File: src/rtl/edge_sequencer.sv
// edge_sequencer: accepts wireframe edges into a small FIFO, and for each
// edge it loads the point writer with min/max ordered endpoints. Each
// generated point is then relayed to the framebuffer under an ack handshake.
// An end-of-frame marker in the stream produces a one-cycle frame_done pulse.
//
// Ports
//   clock, reset             : rising-edge clock, synchronous active-high reset
//   edge_valid/edge_ready    : upstream push handshake
//   edge_x0/x1, edge_y0/y1   : raw endpoints
//   edge_type                : 01 vertical, 10 horizontal, 11 marker, 00 null
//   pw_xstart..pw_yend       : ordered endpoints to the point writer
//   pw_etype, pw_reset       : point writer type/enable and counter clear
//   pw_done_point            : point consumed strobe
//   pw_pvalid, pw_donedge    : point writer status
//   pw_xval, pw_yval         : current point from the point writer
//   fb_we, fb_x, fb_y, fb_ack: framebuffer write port
//   frame_done, busy         : status
//   point_count              : points written since the last frame_done
module edge_sequencer #(
  parameter int FIFO_AW = 2,
  parameter int CNT_W   = 16
) (
  input  logic             clock,
  input  logic             reset,
  input  logic             edge_valid,
  output logic             edge_ready,
  input  logic [6:0]       edge_x0,
  input  logic [6:0]       edge_x1,
  input  logic [5:0]       edge_y0,
  input  logic [5:0]       edge_y1,
  input  logic [1:0]       edge_type,
  output logic [6:0]       pw_xstart,
  output logic [6:0]       pw_xend,
  output logic [5:0]       pw_ystart,
  output logic [5:0]       pw_yend,
  output logic [2:0]       pw_etype,
  output logic             pw_reset,
  output logic             pw_done_point,
  input  logic             pw_pvalid,
  input  logic             pw_donedge,
  input  logic [7:0]       pw_xval,
  input  logic [5:0]       pw_yval,
  output logic             fb_we,
  output logic [7:0]       fb_x,
  output logic [5:0]       fb_y,
  input  logic             fb_ack,
  output logic             frame_done,
  output logic             busy,
  output logic [CNT_W-1:0] point_count
);

  localparam int DEPTH = 1 << FIFO_AW;
  localparam int ENT_W = 28;

  typedef enum logic [2:0] {
    S_IDLE,
    S_LOAD,
    S_RUN,
    S_SETTLE,
    S_FRAME
  } state_t;

  state_t               state_q, state_d;
  logic [ENT_W-1:0]     mem_q [DEPTH];
  logic [FIFO_AW-1:0]   wr_ptr_q, wr_ptr_d, rd_ptr_q, rd_ptr_d;
  logic [FIFO_AW:0]     cnt_q, cnt_d;
  logic [6:0]           xstart_q, xstart_d, xend_q, xend_d;
  logic [5:0]           ystart_q, ystart_d, yend_q, yend_d;
  logic [1:0]           type_q, type_d;
  logic [CNT_W-1:0]     point_count_q, point_count_d;

  logic                 full, empty, push, pop;
  logic [ENT_W-1:0]     head;
  logic [1:0]           head_type;
  logic [6:0]           head_x0, head_x1;
  logic [5:0]           head_y0, head_y1;
  logic                 loaded;

  function automatic logic [6:0] min7(input logic [6:0] a, input logic [6:0] b);
    return (a < b) ? a : b;
  endfunction

  function automatic logic [6:0] max7(input logic [6:0] a, input logic [6:0] b);
    return (a < b) ? b : a;
  endfunction

  function automatic logic [5:0] min6(input logic [5:0] a, input logic [5:0] b);
    return (a < b) ? a : b;
  endfunction

  function automatic logic [5:0] max6(input logic [5:0] a, input logic [5:0] b);
    return (a < b) ? b : a;
  endfunction

  function automatic logic [CNT_W-1:0] sat_inc(input logic [CNT_W-1:0] v);
    return (&v) ? v : v + 1'b1;
  endfunction

  assign full       = (cnt_q == DEPTH[FIFO_AW:0]);
  assign empty      = (cnt_q == '0);
  assign edge_ready = ~full;
  assign push       = edge_valid & ~full;
  assign pop        = (state_q == S_IDLE) & ~empty;

  assign head      = mem_q[rd_ptr_q];
  assign head_type = head[27:26];
  assign head_x0   = head[25:19];
  assign head_x1   = head[18:12];
  assign head_y0   = head[11:6];
  assign head_y1   = head[5:0];

  // Outputs are gated by reset so the reset cycle itself already presents
  // the idle view to the point writer and the framebuffer.
  assign loaded        = (state_q == S_LOAD) | (state_q == S_RUN);
  assign pw_etype      = (loaded & ~reset) ? {1'b0, type_q} : 3'b100;
  assign pw_reset      = reset | (state_q == S_LOAD);
  assign fb_we         = ~reset & (state_q == S_RUN) & pw_pvalid;
  assign fb_x          = pw_xval;
  assign fb_y          = pw_yval;
  assign pw_done_point = fb_we & fb_ack;
  assign frame_done    = ~reset & (state_q == S_FRAME);
  assign busy          = (state_q != S_IDLE) | ~empty;
  assign point_count   = point_count_q;
  assign pw_xstart     = xstart_q;
  assign pw_xend       = xend_q;
  assign pw_ystart     = ystart_q;
  assign pw_yend       = yend_q;

  always_comb begin
    wr_ptr_d = wr_ptr_q;
    rd_ptr_d = rd_ptr_q;
    cnt_d    = cnt_q;
    if (push) wr_ptr_d = wr_ptr_q + 1'b1;
    if (pop)  rd_ptr_d = rd_ptr_q + 1'b1;
    if (push && !pop)      cnt_d = cnt_q + 1'b1;
    else if (!push && pop) cnt_d = cnt_q - 1'b1;
  end

  always_comb begin
    state_d       = state_q;
    xstart_d      = xstart_q;
    xend_d        = xend_q;
    ystart_d      = ystart_q;
    yend_d        = yend_q;
    type_d        = type_q;
    point_count_d = point_count_q;
    case (state_q)
      S_IDLE: begin
        if (!empty) begin
          case (head_type)
            2'b00: state_d = S_IDLE;
            2'b11: state_d = S_FRAME;
            default: begin
              xstart_d = min7(head_x0, head_x1);
              xend_d   = max7(head_x0, head_x1);
              ystart_d = min6(head_y0, head_y1);
              yend_d   = max6(head_y0, head_y1);
              type_d   = head_type;
              state_d  = S_LOAD;
            end
          endcase
        end
      end
      S_LOAD: state_d = S_RUN;
      S_RUN: begin
        if (fb_we && fb_ack) point_count_d = sat_inc(point_count_q);
        // Leave only when no write is left waiting for its ack.
        if (pw_donedge && (!fb_we || fb_ack)) state_d = S_SETTLE;
      end
      S_SETTLE: state_d = S_IDLE;
      S_FRAME: begin
        point_count_d = '0;
        state_d       = S_IDLE;
      end
      default: state_d = S_IDLE;
    endcase
  end

  always_ff @(posedge clock) begin
    if (reset) begin
      state_q       <= S_IDLE;
      wr_ptr_q      <= '0;
      rd_ptr_q      <= '0;
      cnt_q         <= '0;
      xstart_q      <= '0;
      xend_q        <= '0;
      ystart_q      <= '0;
      yend_q        <= '0;
      type_q        <= '0;
      point_count_q <= '0;
    end else begin
      state_q       <= state_d;
      wr_ptr_q      <= wr_ptr_d;
      rd_ptr_q      <= rd_ptr_d;
      cnt_q         <= cnt_d;
      xstart_q      <= xstart_d;
      xend_q        <= xend_d;
      ystart_q      <= ystart_d;
      yend_q        <= yend_d;
      type_q        <= type_d;
      point_count_q <= point_count_d;
    end
  end

  // FIFO storage needs no reset: emptiness is carried by cnt_q.
  always_ff @(posedge clock) begin
    if (push) mem_q[wr_ptr_q] <= {edge_type, edge_x0, edge_x1, edge_y0, edge_y1};
  end

endmodule

File: config.mk
export PLATFORM = sky130hd
export DESIGN_NAME = edge_sequencer
export DESIGN_NICKNAME = d
export VERILOG_FILES = /design/src/rtl/edge_sequencer.sv
export SDC_FILE = /design/constraint.sdc
export NUM_CORES = 1
export LEC_CHECK = 0
export CAP_MARGIN = 20
export CORE_UTILIZATION = 54
export CTS_BUF_LIST = sky130_fd_sc_hd__clkbuf_4 sky130_fd_sc_hd__clkbuf_8 sky130_fd_sc_hd__clkbuf_16
export DETAILED_ROUTE_END_ITERATION = 7
export GPL_ROUTABILITY_DRIVEN = 0
export GPL_TIMING_DRIVEN = 0
export PLACE_DENSITY = 0.78
export SLEW_MARGIN = 30
export SYNTH_ARGS = -nofsm -noshare
export SYNTH_HDL_FRONTEND = slang
export SYNTH_SLANG_ARGS = --single-unit
File: constraint.sdc
create_clock -name clock -period 4.3 [get_ports clock]
set_input_delay 0.43 -clock clock [delete_from_list [all_inputs] [get_ports clock]]
set_output_delay 0.43 -clock clock [all_outputs]
set_load 0.01 [all_outputs]
---- Yosys cells after proc, flatten, opt, wreduce, memory -nomap -nowiden ----
Memory sizes are Yosys's and may differ from the RTL's. A register that Yosys moved wholly into a read port is not among the register bits.
Index checks and enable logic that the tools add are counted.
storage, ports and cells
  RAM bits ................................ 112
  input bits .............................. 48
  memories kept ........................... 1
  output and inout port bits .............. 65
  logic and storage cells ................. 78
  register bits ........................... 54
operators by class
  equality and inequality tests ........... 9
  add/subtract/negate cells ............... 5
  $lt $le $gt $ge ......................... 2
  bitwise operators ....................... 14
  reductions and logical operators ........ 19
  multiplexer cells ....................... 18
memories
  memory  words  bits a word  rd ports  clocked after Yosys merged registers in  wr ports  line  text
  mem_q   4      28           1         1                                        1         64    logic [ENT_W-1:0] mem_q [DEPTH];
operator list
  kind                                                                     number
  16-bit two-way mux                                                       2
  16-bit case mux with 2 select lines                                      1
  16-bit by 1-bit adder with 16-bit output, second input constant          1
  16-bit AND reduction                                                     1
  3-bit two-way mux                                                        5
  7-bit two-way mux                                                        2
  6-bit two-way mux                                                        2
  3-bit case mux with 3 select lines                                       1
  1-bit bitwise AND                                                        7
  7-bit < comparator                                                       1
  3-bit == test, second input constant                                     2
  3-bit zero test                                                          2
  6-bit < comparator                                                       1
  3-bit case mux with 2 select lines                                       1
  3-bit AND reduction                                                      2
  2-bit by 1-bit adder with 2-bit output, second input constant            2
  1-bit logical AND                                                        4
  2-bit two-way mux                                                        2
  2-bit by 1-bit inequality test with 1-bit output, second input constant  2
  2-bit inequality test, second input constant                             2
  1-bit inverter                                                           4
  2-bit nonzero test                                                       2
  3-bit by 1-bit adder with 3-bit output, second input constant            1
  3-bit by 1-bit == test with 1-bit output, second input constant          1
  other kinds (11)                                                         16

---- Longest topological paths before layout ----
  depth in word-level cells ............... 8
  gate-level depth with buffers ........... 11
  mapped depth without buffers ............ 9

---- Least setup slack after synthesis ----
OpenSTA, ideal clock, no wires.
  path type ............................... register -> register
  from .................................... reg with a tool-made name
  to ...................................... reg yend_q[3] (netlist: pw_yend[3])
  slack ................................... 1.125 ns
  data arrival time ....................... 3.101 ns
  stages on the path, launching flop included .. 10
  path through ............................ dfxtp_1 > buf_6 > buf_1 > mux4_2 > ha_1 > a21o_1 > a221o_1 > a21oi_1 > nand2_1 > a31oi_1
RTL lines
  what                  line  text
  end signal, assigned  199   yend_q <= yend_d;
  end, declared         68    logic [5:0] ystart_q, ystart_d, yend_q, yend_d;

==> results.json <==
{
  "outcome": "finished clean",
  "antenna_cells_inserted": 0,
  "timing.max_cap.violations": 0,
  "final_setup_tns_ns": 0,
  "dpl.hpwl_um": 10300,
  "cts-buffers-inserted": 17,
  "setup_viol_count_final": 0,
  "layoutNonFillerInstCount": 818,
  "synthArstFlopShare_pct": 0,
  "synthTopCellsByArea": "sky130_fd_sc_hd__edfxtp_1 (47%), sky130_fd_sc_hd__dfxtp_1 (16%), sky130_fd_sc_hd__mux4_2 (7.8%)",
  "setup_repair_after_global_routing_missed_its_margin": "false",
  "num-nets-final": 700,
  "critical_path.slowest_cell": "sky130_fd_sc_hd__a2111oi_4",
  "synth.net_count": 580,
  "fmax_mhz": 260,
  "grt_usage_pct": 23.5,
  "numClockSinks": 168,
  "fin_skew_ns": 0.00769,
  "capturing_point_of_the_worst_reg2reg_path": "pw_xstart[1]",
  "maxSlewHeadroom_pct": 41.6,
  "ys_warn_count": 0,
  "grt_max_degree": 25,
  "worstPathBufferInverterCount": 4,
  "power.leakage_nw": 3.18,
  "critical-path-top-delay-family": "buffers and inverters",
  "grt_first_pass_wirelength_um": 23100,
  "cp_cell_sequence": "clkbuf_1 > clkbuf_1 > mux4_2 > inv_1 > ha_1 > a21oi_1 > a21boi_0 > a2111oi_4 > buf_6 > mux2i_1 > a211oi_2",
  "multi_input_area_mm2": 0.00239,
  "synth.cell_area_mm2": 0.00717,
  "wl_per_cell_um": 18.4,
  "post-synth-top-count-cell": "sky130_fd_sc_hd__edfxtp_1",
  "fillers": 838,
  "synthCells": 513,
  "worst_pin_slew_ns": 0.868,
  "critical_path_capture_point": "pw_xstart[1]",
  "remaining_drc_errors": 0,
  "post_cts_hold_buffer_count": 0,
  "register_area_share_after_synthesis_pct": 62.5,
  "die_h_um": 117,
  "regArea_mm2": 0.00448,
  "clockBufferDepth": 2,
  "hold_path_class": "flip-flop to flip-flop",
  "tritoncts": "yes",
  "timing.setup.critical_path_class": "flip-flop to flip-flop",
  "dieWidth_um": 117,
  "clk_pin_slew_worst_paths_ns": 0.06,
  "synthDominantAreaCellType": "sky130_fd_sc_hd__edfxtp_1",
  "place.detailed.instances": 786,
  "post_route_hold_slack_ns": 0.463,
  "netlist.area_leader.share_pct": 46.9,
  "synth_enable_flop_cells": 112,
  "via_count": 4598,
  "synth_cell_type_count": 45,
  "number_of_global_route_vias_before_repair": 4496,
  "drt_wl_total_um": 15100,
  "slew_viol_final": 0,
  "drive_above_1_share_pct": 14.2,
  "worst-path-max-fanout": 10,
  "first_iter_violations": 321,
  "pwr_density_cell_mw_per_mm2": 642,
  "path_depth": 11,
  "area.growth.synth_to_final_pct": 26.0,
  "floorplan.io_pins": 113,
  "finalCritPeriodShare_pct": 89.3,
  "critical_path_arrival_ns": 4.11,
  "route.antenna.remaining_nets": 0,
  "ys_seq_elements": 168,
  "finalHoldViolations": 0,
  "rows": 41,
  "grt.overflow.total": 0,
  "ff2ff_path_depth": 11,
  "ranking_of_synthesized_cells_by_instance_count": "sky130_fd_sc_hd__edfxtp_1 (112), sky130_fd_sc_hd__dfxtp_1 (56), sky130_fd_sc_hd__nor2_1 (44)",
  "initial_antenna_violation_count": 0,
  "critPathRequiredTime_ns": 4.57,
  "postSynthAreaPerCell_um2": 14.0,
  "avgViaCountPerCell": 5.62,
  "cts-htree-levels": 4,
  "clock_latency_ns": 0.42,
  "design.die.area_mm2": 0.0137,
  "dominantRegCellSynth": "sky130_fd_sc_hd__edfxtp_1",
  "cts-root-buf": "sky130_fd_sc_hd__clkbuf_16",
  "first_pass_iters": 4,
  "fin_total_pwr_mw": 5.80,
  "placement.io_buffers": 97,
  "critPathMaxStageDelay_ns": 0.59,
  "worst_ir_drop_vdd_mv": 0.331,
  "worst-r2r-setup-slack_ns": 0.46,
  "post_cts_sizing_count": 0,
  "final_period_minus_worst_setup_slack_ns": 3.84,
  "cp-start-kind": "flip-flop",
  "post_cts.repair.setup_buffers": 0,
  "initial_standard_cell_utilization_of_the_core_pct": 56.2,
  "critical_path.most_common_cell": "sky130_fd_sc_hd__clkbuf_1",
  "core_area_mm2": 0.0128,
  "endpoint_kind": "flip-flop",
  "post-route-util_pct": 70.7
}
[routing by layer]
layer / track usage [%] / part of all wire, %
met1: 29.8 / 42
met2: 38.7 / 50
met4: 11.8 / 2.5
met3: 4.48 / 5.5
met5: 0 / 0
[how the worst min path moves through the flow]
stage | to | cells past startpoint | slack [ns] | start
3_5_place_dp | type_q[0] | 2 | 0.46 | type_q[0]
3_3_place_gp | type_q[0] | 2 | 0.45 | type_q[0]
6_report | type_q[1] | 2 | 0.46 | type_q[1]
4_1_cts | state_q[1] | 2 | 0.45 | reset
5_1_grt | type_q[0] | 2 | 0.50 | type_q[0]
2_1_floorplan | type_q[0] | 2 | 0.43 | type_q[0]
[cell usage in the layout, fill, tap and decap left out, types with 18 or more instances in the layout]
cell / count
sky130_fd_sc_hd__edfxtp_1: 112
sky130_fd_sc_hd__ha_1: 18
sky130_fd_sc_hd__nand2_1: 26
sky130_fd_sc_hd__nand3_1: 18
sky130_fd_sc_hd__a21oi_1: 19
sky130_fd_sc_hd__nor2_1: 44
sky130_fd_sc_hd__clkbuf_1: 23
sky130_fd_sc_hd__mux4_2: 25
sky130_fd_sc_hd__clkdlybuf4s50_1: 97
sky130_fd_sc_hd__inv_1: 20
sky130_fd_sc_hd__dfxtp_1: 56
[registers in the layout, summed over array words and instances, names as in the netlist, named ones only]
| signal | flops |
|---|---|
| pw_ystart | 6 |
| state_q | 3 |
| pw_xend | 7 |
| wr_ptr_q | 2 |
| type_q | 2 |
| point_count | 16 |
| pw_yend | 6 |
| cnt_q | 3 |
| mem_q | 112 |
| pw_xstart | 7 |
| rd_ptr_q | 2 |
[kinds of logic after synthesis]
| logic type | after synthesis | share of synthesized area (%) |
|---|---|---|
| AOI/OAI and AO/OA | 66 | 7.05 |
| xor gates and xnor gates | 20 | 2.44 |
| DFF | 168 | 62.5 |
| adders and majority gates | 19 | 3.42 |
| muxes | 44 | 11.2 |
| and+or+nand+nor | 134 | 9.19 |
| buffers and inverters | 62 | 4.20 |
[area by class of cell]
class	count	area share (%)
clock inverter	14	1.74
inverter	20	0.831
buffer	42	2.51
clock buffer	18	4.79
timing repair buffer	101	11.6
multi-input combinational	283	26.5
sequential	168	49.6
tap	172	2.38
[metrics by stage]
step | setup WS, ns | area [µm²]
after floorplan | 1.12 | 7170
after global placement | 0.605 | 8360
after detailed placement | 0.480 | 8440
after CTS | 0.437 | 9030
after global routing | 0.202 | 9030
final | 0.460 | 9030
[worst register-to-register path, stage by stage (launching register included)]
cell	delay [ns]
sky130_fd_sc_hd__dfxtp_1	0.31
sky130_fd_sc_hd__clkbuf_1	0.49
sky130_fd_sc_hd__clkbuf_1	0.52
sky130_fd_sc_hd__mux4_2	0.47
sky130_fd_sc_hd__inv_1	0.09
sky130_fd_sc_hd__ha_1	0.26
sky130_fd_sc_hd__a21oi_1	0.17
sky130_fd_sc_hd__a21boi_0	0.15
sky130_fd_sc_hd__a2111oi_4	0.59
sky130_fd_sc_hd__buf_6	0.25
sky130_fd_sc_hd__mux2i_1	0.29
sky130_fd_sc_hd__a211oi_2	0.11
[report_power, final]
group	leakage (nW)	total, mW	switching (mW)	internal [mW]
clock	0.275	1.51	0.603	0.911
combinational	1.42	2.23	1.26	0.970
sequential	1.48	2.06	0.102	1.95
Power figures use the tool's default switching activity.
